$ cat config.mk
export PLATFORM = sky130hd
export DESIGN_NAME = qam_demapper_serial_flat
export DESIGN_NICKNAME = d
export VERILOG_FILES = /design/src/rtl/qam_demapper_serial_if.sv /design/src/rtl/qam_demapper_serial.sv /design/src/flat_wrapper.sv
export SDC_FILE = /design/constraint.sdc
export NUM_CORES = 1
export LEC_CHECK = 0
export ABC_CLOCK_PERIOD_IN_PS = 3200
export CORE_MARGIN = 2
export CORE_UTILIZATION = 60
export DETAILED_ROUTE_END_ITERATION = 12
export PLACE_DENSITY_LB_ADDON = 0.1
export SLEW_MARGIN = 40
export SYNTH_ARGS = -nofsm -noshare
export SYNTH_HDL_FRONTEND = slang
export SYNTH_SLANG_ARGS = --single-unit
$ cat constraint.sdc
create_clock -name sclk -period 3.2 [get_ports sclk]
set_input_delay 0.64 -clock sclk [delete_from_list [all_inputs] [get_ports sclk]]
set_output_delay 0.64 -clock sclk [all_outputs]
set_load 0.02 [all_outputs]
$ cat src/rtl/qam_demapper_serial_if.sv
// qam_demapper_serial_if: sample-side handshake and serial bit-side signals of
// the serial QAM demapper. The sample source / bit consumer uses the master
// modport, the demapper uses the slave modport.
interface qam_demapper_serial_if #(
    parameter int IN_W = 8
);
    logic                   en;
    logic                   cal;
    logic [1:0]             mode;
    logic signed [IN_W-1:0] i_in;
    logic signed [IN_W-1:0] q_in;
    logic                   in_valid;
    logic                   in_ready;
    logic                   bit_out;
    logic                   bit_valid;
    logic                   sym_start;
    logic                   cal_busy;
    logic                   low_conf;

    modport master (
        output en, cal, mode, i_in, q_in, in_valid,
        input  in_ready, bit_out, bit_valid, sym_start, cal_busy, low_conf
    );

    modport slave (
        input  en, cal, mode, i_in, q_in, in_valid,
        output in_ready, bit_out, bit_valid, sym_start, cal_busy, low_conf
    );
endinterface

$ cat src/rtl/qam_demapper_serial.sv
// qam_demapper_serial: hard-decision QPSK / 16QAM / 64QAM demapper with DC
// offset calibration and an MSB-first serial bit output.
//
// Optional feature macro: QAM_LOWCONF_EN
//   defined   -> low_conf flags symbols whose corrected I or Q sample lies
//                within ERASE_MARGIN LSBs of a live decision threshold.
//   undefined -> low_conf is tied to 0 and no comparator logic is built.
module qam_demapper_serial #(
    parameter int IN_W     = 8,
    parameter int CAL_LOG2 = 4
`ifdef QAM_LOWCONF_EN
    ,
    parameter int ERASE_MARGIN = 8
`endif
) (
    input  logic                 sclk,
    input  logic                 rst,
    qam_demapper_serial_if.slave bus
);

    localparam int ACC_W = IN_W + CAL_LOG2;

    typedef enum logic [1:0] {
        ST_IDLE  = 2'd0,
        ST_CAL   = 2'd1,
        ST_SHIFT = 2'd2
    } state_t;

    state_t                  r_state;
    logic signed [IN_W-1:0]  r_off_i;
    logic signed [IN_W-1:0]  r_off_q;
    logic signed [ACC_W-1:0] r_acc_i;
    logic signed [ACC_W-1:0] r_acc_q;
    logic [CAL_LOG2-1:0]     r_cal_cnt;
    logic [4:0]              r_shift;      // bits still to send after the current one
    logic [2:0]              r_cnt;        // bits remaining after the current one
    logic                    r_bit_out;
    logic                    r_bit_valid;
    logic                    r_sym_start;
    logic                    r_cal_busy;

    logic                    w_ready_raw;
    logic                    w_in_ready;
    logic                    w_accept;
    logic                    w_load;
    logic [1:0]              w_nb;         // bits per axis: 1, 2 or 3
    logic signed [IN_W-1:0]  w_c_i;
    logic signed [IN_W-1:0]  w_c_q;
    logic [2:0]              w_idx_i;
    logic [2:0]              w_idx_q;
    logic [2:0]              w_gray_i;
    logic [2:0]              w_gray_q;
    logic [5:0]              w_word;       // symbol word, left-aligned
    logic [2:0]              w_bits_m1;    // symbol length minus one
    logic signed [ACC_W-1:0] w_sum_i;
    logic signed [ACC_W-1:0] w_sum_q;

    // Offset removal, saturated back into the IN_W signed range.
    function automatic logic signed [IN_W-1:0] sat_sub(
        input logic signed [IN_W-1:0] s,
        input logic signed [IN_W-1:0] o
    );
        logic signed [IN_W:0] d;
        d = {s[IN_W-1], s} - {o[IN_W-1], o};
        if (d[IN_W] != d[IN_W-1]) begin
            return d[IN_W] ? {1'b1, {(IN_W-1){1'b0}}} : {1'b0, {(IN_W-1){1'b1}}};
        end
        return d[IN_W-1:0];
    endfunction

    // Level index = number of thresholds strictly below c. With u = c + 2^(IN_W-1)
    // the thresholds sit at u = k*step, so c > t_k <=> u-1 >= k*step and the
    // index is simply the top nb bits of u-1 (u = 0 is below every threshold).
    function automatic logic [2:0] level_idx(
        input logic signed [IN_W-1:0] c,
        input logic [1:0]             nb
    );
        logic [IN_W-1:0] u;
        logic [2:0]      top;
        u   = {~c[IN_W-1], c[IN_W-2:0]};
        top = 3'((u - IN_W'(1)) >> (IN_W - 3));
        if (u == '0) begin
            return 3'd0;
        end
        case (nb)
            2'd1:    return {2'b00, top[2]};
            2'd3:    return top;
            default: return {1'b0, top[2:1]};
        endcase
    endfunction

    function automatic logic [2:0] gray3(input logic [2:0] x);
        return x ^ (x >> 1);
    endfunction

    // Bits per axis from the requested constellation; reserved code acts as 16QAM.
    always_comb begin
        case (bus.mode)
            2'd0:    w_nb = 2'd1;
            2'd2:    w_nb = 2'd3;
            default: w_nb = 2'd2;
        endcase
    end

    assign w_c_i   = sat_sub(bus.i_in, r_off_i);
    assign w_c_q   = sat_sub(bus.q_in, r_off_q);
    assign w_idx_i = level_idx(w_c_i, w_nb);
    assign w_idx_q = level_idx(w_c_q, w_nb);

    // Gray-map both axes (Q uses the mirrored index L-1-idx) and left-align the word.
    always_comb begin
        // NOTE: every output of a combinational block gets a default first, so
        // no path through the case can leave it unassigned and infer a latch.
        w_gray_i  = gray3(w_idx_i);
        w_gray_q  = 3'd0;
        w_word    = 6'd0;
        w_bits_m1 = 3'd3;
        case (w_nb)
            2'd1: begin
                w_gray_q  = gray3({2'b00, ~w_idx_q[0]});
                w_word    = {w_gray_i[0], w_gray_q[0], 4'b0000};
                w_bits_m1 = 3'd1;
            end
            2'd3: begin
                w_gray_q  = gray3(~w_idx_q);
                w_word    = {w_gray_i, w_gray_q};
                w_bits_m1 = 3'd5;
            end
            default: begin
                w_gray_q  = gray3({1'b0, ~w_idx_q[1:0]});
                w_word    = {w_gray_i[1:0], w_gray_q[1:0], 2'b00};
                w_bits_m1 = 3'd3;
            end
        endcase
    end

    // Ready: calibration takes priority over data; in SHIFT only on the last bit.
    always_comb begin
        w_ready_raw = 1'b0;
        case (r_state)
            ST_IDLE:  w_ready_raw = bus.en & ~bus.cal;
            ST_CAL:   w_ready_raw = bus.en;
            ST_SHIFT: w_ready_raw = (r_cnt == 3'd0) & bus.en & ~bus.cal;
            default:  w_ready_raw = 1'b0;
        endcase
    end

    // Ready is combinational, so it is forced low while reset is held.
    assign w_in_ready = w_ready_raw & ~rst;
    assign w_accept   = bus.in_valid & w_in_ready;
    assign w_load     = w_accept & (r_state != ST_CAL);

    assign w_sum_i = r_acc_i + {{CAL_LOG2{bus.i_in[IN_W-1]}}, bus.i_in};
    assign w_sum_q = r_acc_q + {{CAL_LOG2{bus.q_in[IN_W-1]}}, bus.q_in};

`ifdef QAM_LOWCONF_EN
    logic w_low_conf;
    logic r_low_conf;

    // True when c is within ERASE_MARGIN of any threshold of the chosen
    // constellation. All threshold sets are subsets of the 64QAM grid.
    function automatic logic near_threshold(
        input logic signed [IN_W-1:0] c,
        input logic [1:0]             nb
    );
        logic hit;
        int   t;
        int   d;
        hit = 1'b0;
        for (int j = 1; j < 8; j++) begin
            if (nb == 2'd3 || (nb == 2'd2 && (j % 2) == 0) || j == 4) begin
                t = (j - 4) * (1 << (IN_W - 3));
                d = int'(c) - t;
                if (d < ERASE_MARGIN && d > -ERASE_MARGIN) begin
                    hit = 1'b1;
                end
            end
        end
        return hit;
    endfunction

    assign w_low_conf = near_threshold(w_c_i, w_nb) | near_threshold(w_c_q, w_nb);

    // Confidence flag captured at acceptance; it appears with sym_start and
    // holds until the next symbol is loaded.
    always_ff @(posedge sclk or posedge rst) begin
        if (rst) begin
            r_low_conf <= 1'b0;
        end else if (w_load) begin
            r_low_conf <= w_low_conf;
        end
    end

    assign bus.low_conf = r_low_conf;
`else
    assign bus.low_conf = 1'b0;
`endif

    // Control FSM: calibration accumulate, symbol load and serial shift-out.
    always_ff @(posedge sclk or posedge rst) begin
        if (rst) begin
            // NOTE: sequential state uses non-blocking assignments only, so every
            // register samples the pre-edge values regardless of statement order.
            r_state     <= ST_IDLE;
            r_off_i     <= '0;
            r_off_q     <= '0;
            r_acc_i     <= '0;
            r_acc_q     <= '0;
            r_cal_cnt   <= '0;
            r_shift     <= '0;
            r_cnt       <= '0;
            r_bit_out   <= 1'b0;
            r_bit_valid <= 1'b0;
            r_sym_start <= 1'b0;
            r_cal_busy  <= 1'b0;
        end else if (w_load) begin
            // New symbol from IDLE or on the last bit of the previous one.
            r_state     <= ST_SHIFT;
            r_bit_out   <= w_word[5];
            r_shift     <= w_word[4:0];
            r_cnt       <= w_bits_m1;
            r_bit_valid <= 1'b1;
            r_sym_start <= 1'b1;
        end else begin
            case (r_state)
                ST_IDLE: begin
                    r_bit_out   <= 1'b0;
                    r_bit_valid <= 1'b0;
                    r_sym_start <= 1'b0;
                    if (bus.cal && bus.en) begin
                        r_state    <= ST_CAL;
                        r_cal_busy <= 1'b1;
                    end
                end
                ST_CAL: begin
                    if (w_accept) begin
                        if (r_cal_cnt == '1) begin
                            // Arithmetic shift by CAL_LOG2 is just the upper IN_W bits.
                            r_off_i    <= w_sum_i[ACC_W-1:CAL_LOG2];
                            r_off_q    <= w_sum_q[ACC_W-1:CAL_LOG2];
                            r_acc_i    <= '0;
                            r_acc_q    <= '0;
                            r_cal_cnt  <= '0;
                            r_cal_busy <= 1'b0;
                            r_state    <= ST_IDLE;
                        end else begin
                            r_acc_i   <= w_sum_i;
                            r_acc_q   <= w_sum_q;
                            r_cal_cnt <= r_cal_cnt + CAL_LOG2'(1);
                        end
                    end
                end
                ST_SHIFT: begin
                    if (r_cnt != 3'd0) begin
                        r_bit_out   <= r_shift[4];
                        r_shift     <= {r_shift[3:0], 1'b0};
                        r_cnt       <= r_cnt - 3'd1;
                        r_sym_start <= 1'b0;
                    end else begin
                        r_state     <= ST_IDLE;
                        r_bit_out   <= 1'b0;
                        r_bit_valid <= 1'b0;
                        r_sym_start <= 1'b0;
                    end
                end
                default: begin
                    r_state <= ST_IDLE;
                end
            endcase
        end
    end

    assign bus.in_ready  = w_in_ready;
    assign bus.bit_out   = r_bit_out;
    assign bus.bit_valid = r_bit_valid;
    assign bus.sym_start = r_sym_start;
    assign bus.cal_busy  = r_cal_busy;

endmodule
$ cat src/flat_wrapper.sv
// flat-port wrapper written by rule: the top's interface ports become plain ports
module qam_demapper_serial_flat 
#(
    parameter int IN_W     = 8,
    parameter int CAL_LOG2 = 4

)
  (sclk, rst, bus_en, bus_cal, bus_mode, bus_i_in, bus_q_in, bus_in_valid, bus_in_ready, bus_bit_out, bus_bit_valid, bus_sym_start, bus_cal_busy, bus_low_conf);
  qam_demapper_serial_if #(.IN_W(IN_W)) bus_i ();
  input  logic sclk;
  input  logic rst;
  input wire logic [$bits(bus_i.en)-1:0] bus_en;
  input wire logic [$bits(bus_i.cal)-1:0] bus_cal;
  input wire logic [$bits(bus_i.mode)-1:0] bus_mode;
  input wire logic [$bits(bus_i.i_in)-1:0] bus_i_in;
  input wire logic [$bits(bus_i.q_in)-1:0] bus_q_in;
  input wire logic [$bits(bus_i.in_valid)-1:0] bus_in_valid;
  output wire logic [$bits(bus_i.in_ready)-1:0] bus_in_ready;
  output wire logic [$bits(bus_i.bit_out)-1:0] bus_bit_out;
  output wire logic [$bits(bus_i.bit_valid)-1:0] bus_bit_valid;
  output wire logic [$bits(bus_i.sym_start)-1:0] bus_sym_start;
  output wire logic [$bits(bus_i.cal_busy)-1:0] bus_cal_busy;
  output wire logic [$bits(bus_i.low_conf)-1:0] bus_low_conf;
  assign bus_i.en = bus_en;
  assign bus_i.cal = bus_cal;
  assign bus_i.mode = bus_mode;
  assign bus_i.i_in = bus_i_in;
  assign bus_i.q_in = bus_q_in;
  assign bus_i.in_valid = bus_in_valid;
  assign bus_in_ready = bus_i.in_ready;
  assign bus_bit_out = bus_i.bit_out;
  assign bus_bit_valid = bus_i.bit_valid;
  assign bus_sym_start = bus_i.sym_start;
  assign bus_cal_busy = bus_i.cal_busy;
  assign bus_low_conf = bus_i.low_conf;
  qam_demapper_serial #(.IN_W(IN_W), .CAL_LOG2(CAL_LOG2)) u_core (.sclk(sclk), .rst(rst), .bus(bus_i));
endmodule
## Yosys cells after proc, flatten, opt, wreduce, memory -nomap -nowiden

Cells that the tools add are included.

- $add $sub $neg: 8
- Multipliers: 0
- Divide/modulo/power cells: 0
- Magnitude comparators: 0
- Eq/ne operators: 16
- Shifts and indexed selects: 0
- Muxes and demuxes: 47
- Bitwise operators: 17
- Reductions and logical operators: 19

Operators with widths:

| cell | count |
|---|---|
| 8-bit two-way mux | 6 |
| 12-bit adder | 2 |
| 12-bit two-way mux | 2 |
| 3-bit two-way mux | 7 |
| 3-bit case mux with 2 select lines | 3 |
| 8-bit by 8-bit subtractor with 9-bit output | 2 |
| 8-bit logical NOT | 2 |
| 8-bit by 1-bit subtractor with 8-bit output (second input constant) | 2 |
| 5-bit two-way mux | 3 |
| 1-bit two-way mux | 13 |
| 6-bit case mux with 2 select lines | 1 |
| 2-bit two-way mux | 5 |
| 3-bit by 1-bit inequality test with 1-bit output (second input constant) | 3 |
| 2-bit by 1-bit inequality test with 1-bit output (second input constant) | 4 |
| 4-bit AND reduction | 2 |
| 2-bit nonzero test | 4 |
| 1-bit bitwise AND | 6 |
| 2-bit == test (second input constant) | 3 |
| 1-bit inverter | 6 |
| 1-bit case mux with 2 select lines | 3 |
| 2-bit case mux with 3 select lines | 1 |
| 3-bit nonzero test | 2 |
| 3-bit by 2-bit bitwise XOR with 3-bit output | 2 |
| 5-bit AND reduction | 1 |
| 18 further kinds | 22 |

- Flip-flop bits (word level): 58
- Latch bits: 0
- Memory bits (writable): 0
- ROM bits: 0
- Memories: 0

## Depth between registers and ports, before layout

Gate-level depths: netlist of the first run.

- Word-level depth: 12
- Depth in mapped cells: 15
- Mapped depth without buffers: 15

## Worst setup path after synthesis of the first run

No wires, ideal clock.

- Kind: input to register
- Start: input port rst
- End: register u_core.r_shift[3]
- Setup time: 128 ps
- Arrival time: 3204 ps
- Required time: 3072 ps
- Path slack: -132 ps
- Stages on the path: 8
- Path buffers: 0
- Path through: inv_1 -> and3_4 -> nand2_4 -> nor3_2 -> nor2_2 -> a22o_1 -> a31oi_1 -> o31ai_1

- Longest elaborated chain between the ends: 6
- Elaborated cells between the ends (all ways): 8
- Those cells by class: mux (1); bitwise (4); reduce/logical (3)

Ends and longest elaborated chain:

| item | RTL line | text |
|---|---|---|
| from (decl) | flat_wrapper.sv:11 | `input logic rst;` |
| 1-bit inverter * | qam_demapper_serial.sv:149 | `assign w_in_ready = w_ready_raw & ~rst;` |
| 1-bit bitwise AND * | qam_demapper_serial.sv:149 |  |
| 1-bit bitwise AND * | qam_demapper_serial.sv:150 | `assign w_accept = bus.in_valid & w_in_ready;` |
| 1-bit bitwise AND * | qam_demapper_serial.sv:151 | `assign w_load = w_accept & (r_state != ST_CAL);` |
| 2-bit nonzero test (no source line) | -- |  |
| 2-bit AND reduction (no source line) | -- |  |
| to (signal assigned) | qam_demapper_serial.sv:220 | `r_shift <= w_word[4:0];` |
| to (signal assigned) | qam_demapper_serial.sv:256 | `r_shift <= {r_shift[3:0], 1'b0};` |
| to (decl) | qam_demapper_serial.sv:35 | `logic [4:0] r_shift;` |

Every way passes the cells marked *; elsewhere a longest branch is shown, timed or not.
A chain may end at the register's enable or synchronous reset.

## Worst setup path after layout of the first run

- Start: input port bus_i_in[0]
- End: register u_core.r_shift[4]

- Longest elaborated chain between the ends: 11
- Elaborated cells between the ends (all ways): 15
- Those cells by class: add/sub (2); eq/ne (1); mux (9); bitwise (2); reduce/logical (1)

Ends and longest elaborated chain:

| item | RTL line | text |
|---|---|---|
| from (decl) | flat_wrapper.sv:15 | `input wire logic [$bits(bus_i.i_in)-1:0] bus_i_in;` |
| 8-bit by 8-bit subtractor with 9-bit output * | qam_demapper_serial.sv:64 | `d = {s[IN_W-1], s} - {o[IN_W-1], o};` |
| 8-bit two-way mux / 1-bit inequality test (equally long branches) | qam_demapper_serial.sv:66, qam_demapper_serial.sv:65 |  |
| 8-bit two-way mux / 1-bit two-way mux (equally long branches) | qam_demapper_serial.sv:65 | `if (d[IN_W] != d[IN_W-1]) begin` |
| 8-bit two-way mux * | qam_demapper_serial.sv:68 | `return d[IN_W-1:0];` |
| 1-bit inverter | qam_demapper_serial.sv:80 | `u = {~c[IN_W-1], c[IN_W-2:0]};` |
| 8-bit by 1-bit subtractor with 8-bit output / 8-bit logical NOT (equally long branches) | qam_demapper_serial.sv:81, qam_demapper_serial.sv:82 |  |
| 3-bit case mux with 2 select lines / 1-bit two-way mux (equally long branches) | qam_demapper_serial.sv:85, qam_demapper_serial.sv:82 |  |
| 3-bit two-way mux * | qam_demapper_serial.sv:85 | `case (nb)` |
| 3-bit by 2-bit bitwise XOR with 3-bit output * | qam_demapper_serial.sv:93 | `return x ^ (x >> 1);` |
| 6-bit case mux with 2 select lines * | qam_demapper_serial.sv:118 | `case (w_nb)` |
| 5-bit two-way mux * | qam_demapper_serial.sv:216 | `end else if (w_load) begin` |

Every way passes the cells marked *; elsewhere a longest branch is shown, timed or not. The select of a mux whose other input is x is not followed.

==> results.sh, run 1 <==
export IMPL_start_util_pct=62.2
export IMPL_area_growth_pct=24.7
export IMPL_cts_sinks=58
export IMPL_dpl_hpwl_um=7230
export IMPL_drive_gt1_share_pct=21.8
export IMPL_setup_viol=0
export IMPL_ff2ff_setup_slack_ns=0.30
export IMPL_die_h_um=88.0
export IMPL_worstSkewPairLatency_ns=0.34
export IMPL_gr_total_overflow=0
export IMPL_rr_startpoint="u_core.r_off_q[1]"
export IMPL_power_leakage_nw=2.48
export IMPL_syn_avg_cell_area_um2=9.32
export IMPL_nets=599
export IMPL_std_cell_rows=30
export IMPL_clockBufferDepth=2
export IMPL_fin_worst_skew_ns=0.00713
export IMPL_ir_drop_mv=0.477
export IMPL_worst_path_most_repeated_cell="inv_1"
export IMPL_ys_async_sr_fraction_pct=100
export IMPL_finalHoldViolCount=0
export IMPL_synth_area_mm2=0.00423
export IMPL_fill_cells=478
export IMPL_rsz0062_at_grt="false"
export IMPL_slew_headroom_pct=63.0
export IMPL_ys_ff_latch=58
export IMPL_synthCells=454
export IMPL_holdPathStages=2
export IMPL_placeableCoreArea_mm2=0.00679
export IMPL_drt_initial_drc_count=257
export IMPL_synth_compound_area_share_pct=21.7
export IMPL_ios=29
export IMPL_clk_pin_slew_ns=0.06
export IMPL_worstPathMaxFanout=2
export IMPL_synthAdderAreaFrac_pct=14.6
export IMPL_antenna_found_initial=0
export IMPL_ys_seq_area_share_pct=34.3
export IMPL_worst_path_max_delay_cell="clkdlybuf4s50_1"
export IMPL_ys_warn_count=0
export IMPL_setup_worst_path_class="primary input to flip-flop"
export IMPL_synth_top_area_share_pct=34.3
export IMPL_grt_pass1_vias=3620
export IMPL_final_cells=628
export IMPL_outcome="complete, no violations"
export IMPL_ant_nets=0
export IMPL_worstMarginPinSlew_ns=0.556
export IMPL_drv_cap=0
export IMPL_power_density_mw_per_mm2=716
export IMPL_synthFlopType="dfrtp_1"
export IMPL_multiInputGateArea_mm2=0.00275
export IMPL_post_route_min_period_ns=2.92
export IMPL_grt_max_degree=59
export IMPL_synth_most_common_cell="dfrtp_1"
export IMPL_synth_xor_area_share_pct=5.38
export IMPL_regArea_mm2=0.00145
export IMPL_h_tree_depth=3
export IMPL_synth_fp_nets=524
export IMPL_synth_top_family_by_area="compound AO/OA/AOI/OAI gates"
export IMPL_cts_tree="done"
export IMPL_portBuffers=27
export IMPL_dp_cells=610
export IMPL_place_congestion=0.878
export IMPL_crit_chain="clkdlybuf4s50_1, inv_1, ha_1, inv_1, fa_1, a211oi_2, nor2_1, o31a_1, nor4b_4, nor2b_1, mux2_2, mux2i_1, o31ai_1"
export IMPL_place_ws_ns=-0.436
export IMPL_synthDistinctLibCells=61
export IMPL_min_path_type="flip-flop to flip-flop"
export IMPL_cts_root_buf="clkbuf_8"
export IMPL_grt_usage_pct=27.2
export IMPL_fin_setup_tns_ns=0
export IMPL_firstDrtPassIters=5
export IMPL_r2r_end="u_core.r_shift[2]"
export IMPL_rr_worst_depth=16
export IMPL_cp_slowest_stage_delay_ns=0.42
export IMPL_hp_start="u_core.bus.sym_start"
export IMPL_wl_per_cell_um=16.8
export IMPL_synth_common_cells="58 x dfrtp_1, 43 x ha_1, 41 x nand2_1"
export IMPL_finalWirelength_um=10500
export IMPL_crit_required_ns=3.42
export IMPL_yosys_area_share_simple_pct=17.5
export IMPL_cp_end_kind="flip-flop"
export IMPL_grt_pass1_wl_um=16300
export IMPL_vias=3746
export IMPL_synth_edf_count=0
export IMPL_worstHoldEndpoint="u_core.bus.sym_start"
export IMPL_yosysTopAreaCell="dfrtp_1"
export IMPL_period_share_pct=91.4
export IMPL_diodes=0
export IMPL_drc=0
export IMPL_maxSlewViolCount=0
export IMPL_avgViaCountPerCell=5.96
export IMPL_die_area_mm2=0.00774
export IMPL_cp_start_kind="primary input"
export IMPL_die_x_um=88.0
export IMPL_fmax_mhz=342
export IMPL_yosys_mux_area_fraction_pct=2.63
export IMPL_fin_ws_ns=0.277
export IMPL_worstPathArrival_ns=3.14
export IMPL_synth_area_leaders="dfrtp_1 34%, ha_1 13%, o21ai_0 4.3%"
export IMPL_numCtsBuffers=9
==> power by group <==
part           switching [W]  leakage [nW]  total, W  internal [W]
logic                0.00103          1.68   0.00197      0.000945
registers           0.000155         0.695   0.00113      0.000971
clock network       0.000286         0.101  0.000676      0.000391
==> stage by stage <==
step	power (W)	hold slack [ns]	cell area [um2]	util [%]
2_1_floorplan	0.00246	0.447	4230	-
3_3_place_gp	0.00287	0.462	4900	72.1
3_5_place_dp	0.00297	0.470	4900	72.1
4_1_cts	0.00369	0.485	5130	75.5
5_1_grt	0.00403	0.517	5270	77.6
6_report	0.00377	0.479	5270	77.6
==> placed cells by master, fill, tap and decap left out, drive strengths merged, types with 15 or more instances in the layout <==
cell and count:
nor2 37, nand2 42, buf 47, a22o 17, o21ai 40, a21oi 24
clkdlybuf4s50 22, dfrtp 58, inv 29, xnor2 15, ha 43
==> worst max-delay path, delay by kind of cell <==
family / cells / cell delay, ns
compound gates: 3 / 0.56
simple gates: 3 / 0.41
fa+ha+maj: 2 / 0.54
buf+inv: 3 / 0.53
mux: 2 / 0.45
==> logic make-up after synthesis <==
family	Yosys count
and+or+nand+nor	141
AOI/OAI and AO/OA	131
DFF	58
adders and majority gates	47
buffers and inverters	40
xor gates and xnor gates	26
muxes	10
other	1
==> area by class of cell <==
cell class                      instances  area share, %
Multi-Input combinational cell        356           52.2
Sequential cell                        58           27.5
Timing Repair Buffer                   74           12.1
Clock buffer                           11           2.87
Tap cell                               96           2.28
Inverter                               30           2.21
Clock inverter                          3          0.759
==> worst max-delay path by stage <==
stage,start,endpoint,slack [ns]
floorplan,bus_q_in[0],u_core.r_shift[2],0.12
global placement,bus_q_in[0],u_core.r_shift[2],-0.32
detailed placement,bus_q_in[0],u_core.r_shift[2],-0.44
CTS,bus_q_in[0],u_core.r_shift[1],0.002
global route,bus_i_in[0],u_core.r_shift[4],0.13
finish,bus_i_in[0],u_core.r_shift[4],0.28
==> registers in the layout, summed over array words and instances, names as in the netlist <==
name                  count
u_core.r_acc_q           12
u_core.r_shift            5
u_core.r_cal_cnt          4
u_core.r_off_q            8
u_core.bus.bit_out        1
u_core.r_acc_i           12
u_core.bus.bit_valid      1
u_core.r_state            2
u_core.bus.sym_start      1
u_core.bus.cal_busy       1
u_core.r_cnt              3
u_core.r_off_i            8
==> metal layers <==
| metal | vias to the layer above | wire length [um] | part of all wire, % | GRT usage (%) |
|---|---|---|---|---|
| met1 | 1829 | 4520 | 43 | 35.6 |
| met3 | 19 | 511 | 4.9 | 3.68 |
| met5 | - | 0 | 0 | 0 |
| met4 | 0 | 150 | 1.4 | 9.23 |
| met2 | 117 | 5340 | 51 | 46.4 |
| li1 | 1781 | - | - | - |
==> timing repair <==
item                                    4_1_cts  5_1_grt
buffers inserted                              2        2
endpoints found under the setup margin        3        5
gates resized for setup                       7       26
pin swaps                                     2       11
hold buffers                                  0        0
(Power assumes the default switching activity.)
==> run 2: changes to the inputs <==
ABC_CLOCK_PERIOD_IN_PS = 2900   (was 3200)
CORE_UTILIZATION = 62   (was 60)
CTS_BUF_LIST = sky130_fd_sc_hd__clkbuf_8   (was default)
PLACE_DENSITY = 0.82   (was default)
PLACE_DENSITY_LB_ADDON = default   (was 0.1)
clock period = 2.9 ns   (was 3.2 ns; I/O delays follow)
==> results.sh, run 2 (synthesis gave the netlist of run 1 again) <==
export IMPL_comb_power_share_pct=51.6
export IMPL_die_x_um=86.6
export IMPL_worst_path_buf_inv=5
export IMPL_p_int_w=0.00267
export IMPL_numCtsBuffers=9
export IMPL_dpl_hpwl_um=7600
export IMPL_worst_path_max_delay_cell="or3b_1"
export IMPL_finalWirelength_um=11100
export IMPL_cts_tree="done"
export IMPL_portBuffers=27
export IMPL_cp_slowest_stage_delay_ns=0.42
export IMPL_final_area_mm2=0.00543
export IMPL_die_area_mm2=0.00750
export IMPL_gr_total_overflow=0
export IMPL_whs_ns=0.491
export IMPL_placeableCoreArea_mm2=0.00668
export IMPL_std_cell_rows=30
export IMPL_firstDrtPassIters=5
export IMPL_worstPathMaxFanout=3
export IMPL_cp_start_kind="primary input"
export IMPL_place_ws_ns=-0.671
export IMPL_finalHoldViolCount=0
export IMPL_hold_buffers=0
export IMPL_report_power_total_w=0.00431
export IMPL_vias=3862
export IMPL_crit_required_ns=3.09
export IMPL_final_common_cell="buf_4"
export IMPL_ant_nets=0
export IMPL_rr_startpoint="u_core.r_off_q[0]"
export IMPL_fin_setup_tns_ns=-0.0577
export IMPL_clkPwrFrac_pct=19.3
export IMPL_timing_critical_path_max_delay_family="buffers and inverters"
export IMPL_power_density_mw_per_mm2=794
export IMPL_placed_area_mm2=0.00502
export IMPL_failed_checks="negative setup slack"
export IMPL_maxSlewViolCount=0
export IMPL_diodes=0
export IMPL_power_leakage_nw=2.55
export IMPL_cts_sinks=58
export IMPL_place_congestion=0.884
export IMPL_r2r_end="u_core.r_shift[2]"
export IMPL_setup_viol=2
export IMPL_h_tree_depth=3
export IMPL_post_route_min_period_ns=2.93
export IMPL_clk_pin_slew_ns=0.07
export IMPL_wl_per_cell_um=17.5
export IMPL_ios=29
export IMPL_reg_top3="u_core.r_acc_i: 12 flops, u_core.r_acc_q: 12 flops"
export IMPL_net_switching_power_w=0.00164
export IMPL_seqPwrFrac_pct=29.0
export IMPL_clockBufferDepth=2
export IMPL_cp_end_kind="flip-flop"
export IMPL_period_share_pct=101
export IMPL_area_growth_pct=28.4
export IMPL_start_util_pct=63.3
export IMPL_grt_pass1_vias=3901
export IMPL_fmax_mhz=341
export IMPL_drv_cap=0
export IMPL_outcome="finished with violations"
export IMPL_rsz0062_at_grt="true"
export IMPL_fin_ws_ns=-0.0303
export IMPL_antenna_found_initial=0
export IMPL_slew_headroom_pct=48.4
export IMPL_crit_chain="dlygate4sd2_1, ha_2, buf_4, o21ai_2, buf_4, a21oi_4, buf_4, o21ai_0, or3b_1, a31o_2, buf_4, o31ai_2, xor2_1, o22ai_1"
export IMPL_ff2ff_setup_slack_ns=0
export IMPL_drc=0
export IMPL_min_path_type="flip-flop to flip-flop"
export IMPL_avgViaCountPerCell=6.12
export IMPL_worstHoldEndpoint="u_core.r_acc_q[2]"
export IMPL_holdPathStages=2
export IMPL_drt_initial_drc_count=182
export IMPL_cts_root_buf="clkbuf_8"
export IMPL_switching_share_pct=38.0
export IMPL_mostFrequentLayoutCells="62 x buf_4, 58 x dfrtp_1, 39 x nand2_1"
export IMPL_worstPathArrival_ns=3.13
export IMPL_drive_gt1_share_pct=25.6
export IMPL_worstMarginPinSlew_ns=0.773
export IMPL_nets=616
export IMPL_worst_path_most_repeated_cell="buf_4"
export IMPL_die_h_um=86.6
export IMPL_ir_drop_mv=0.521
export IMPL_grt_pass1_wl_um=17900
export IMPL_grt_max_degree=59
export IMPL_worstSkewPairLatency_ns=0.33
export IMPL_fin_worst_skew_ns=0.00421
export IMPL_grt_usage_pct=30.4
export IMPL_rr_worst_depth=14
export IMPL_setup_worst_path_class="primary input to flip-flop"
export IMPL_hp_start="u_core.r_acc_q[2]"
## run 2: repair_timing
action | 4_1_cts | 5_1_grt
gates cloned | 0 | 0
setup buffers | 5 | 5
gates resized for setup | 17 | 19
pin swaps | 10 | 17
setup endpoints to repair | 7 | 6
## run 2: power by group through the flow
stage | Sequential, W | Clock [W] | Combinational [W]
after floorplan | 0.00123 | 0 | 0.00151
after global placement | 0.00124 | 0 | 0.00198
after detailed placement | 0.00126 | 0 | 0.00207
after CTS | 0.00125 | 0.000833 | 0.00215
after global routing | 0.00128 | 0.000880 | 0.00246
final | 0.00125 | 0.000833 | 0.00222
## run 2: final cells by class
| cell class | count | area [um2] |
|---|---|---|
| tap | 80 | 100 |
| clock buffer | 10 | 138 |
| multi-input combinational | 356 | 2780 |
| timing repair buffer | 91 | 763 |
| sequential | 58 | 1450 |
| inverter | 30 | 116 |
| fill | 397 | 1250 |
| clock inverter | 6 | 81.3 |
## run 2: worst max path at each step
| stage | from | end | slack, ns | depth (start not counted) |
|---|---|---|---|---|
| after floorplan | bus_q_in[4] | u_core.r_shift[2] | 0.02 | 13 |
| after global placement | bus_q_in[0] | u_core.r_shift[2] | -0.50 | 16 |
| after detailed placement | bus_q_in[0] | u_core.r_shift[2] | -0.67 | 16 |
| after CTS | bus_q_in[2] | u_core.r_shift[2] | 0.0008 | 15 |
| after global routing | u_core.r_off_q[0] | u_core.r_shift[2] | -0.11 | 14 |
| final | bus_q_in[3] | u_core.r_shift[1] | -0.03 | 14 |
## run 2: per-stage QoR
step / utilization, % / cells
after global routing: 81.3 / 631
after CTS: 79.8 / 625
after floorplan: - / 454
final: 81.3 / 631
after global placement: 75.1 / 604
after detailed placement: 75.1 / 604
## run 2: metal layers
layer / wire, um / part of all wire, % / track usage, %
met1: 4640 / 42 / 37.1
met2: 5580 / 50 / 51.5
met3: 420 / 3.8 / 6.29
met4: 431 / 3.9 / 14.3
met5: 0 / 0 / 0
## run 2: tightest hold or removal path, cell delays in order, from the launching register on
cell and delay (ns):
dfrtp_1 0.35, nand2_1 0.05, o41ai_1 0.05
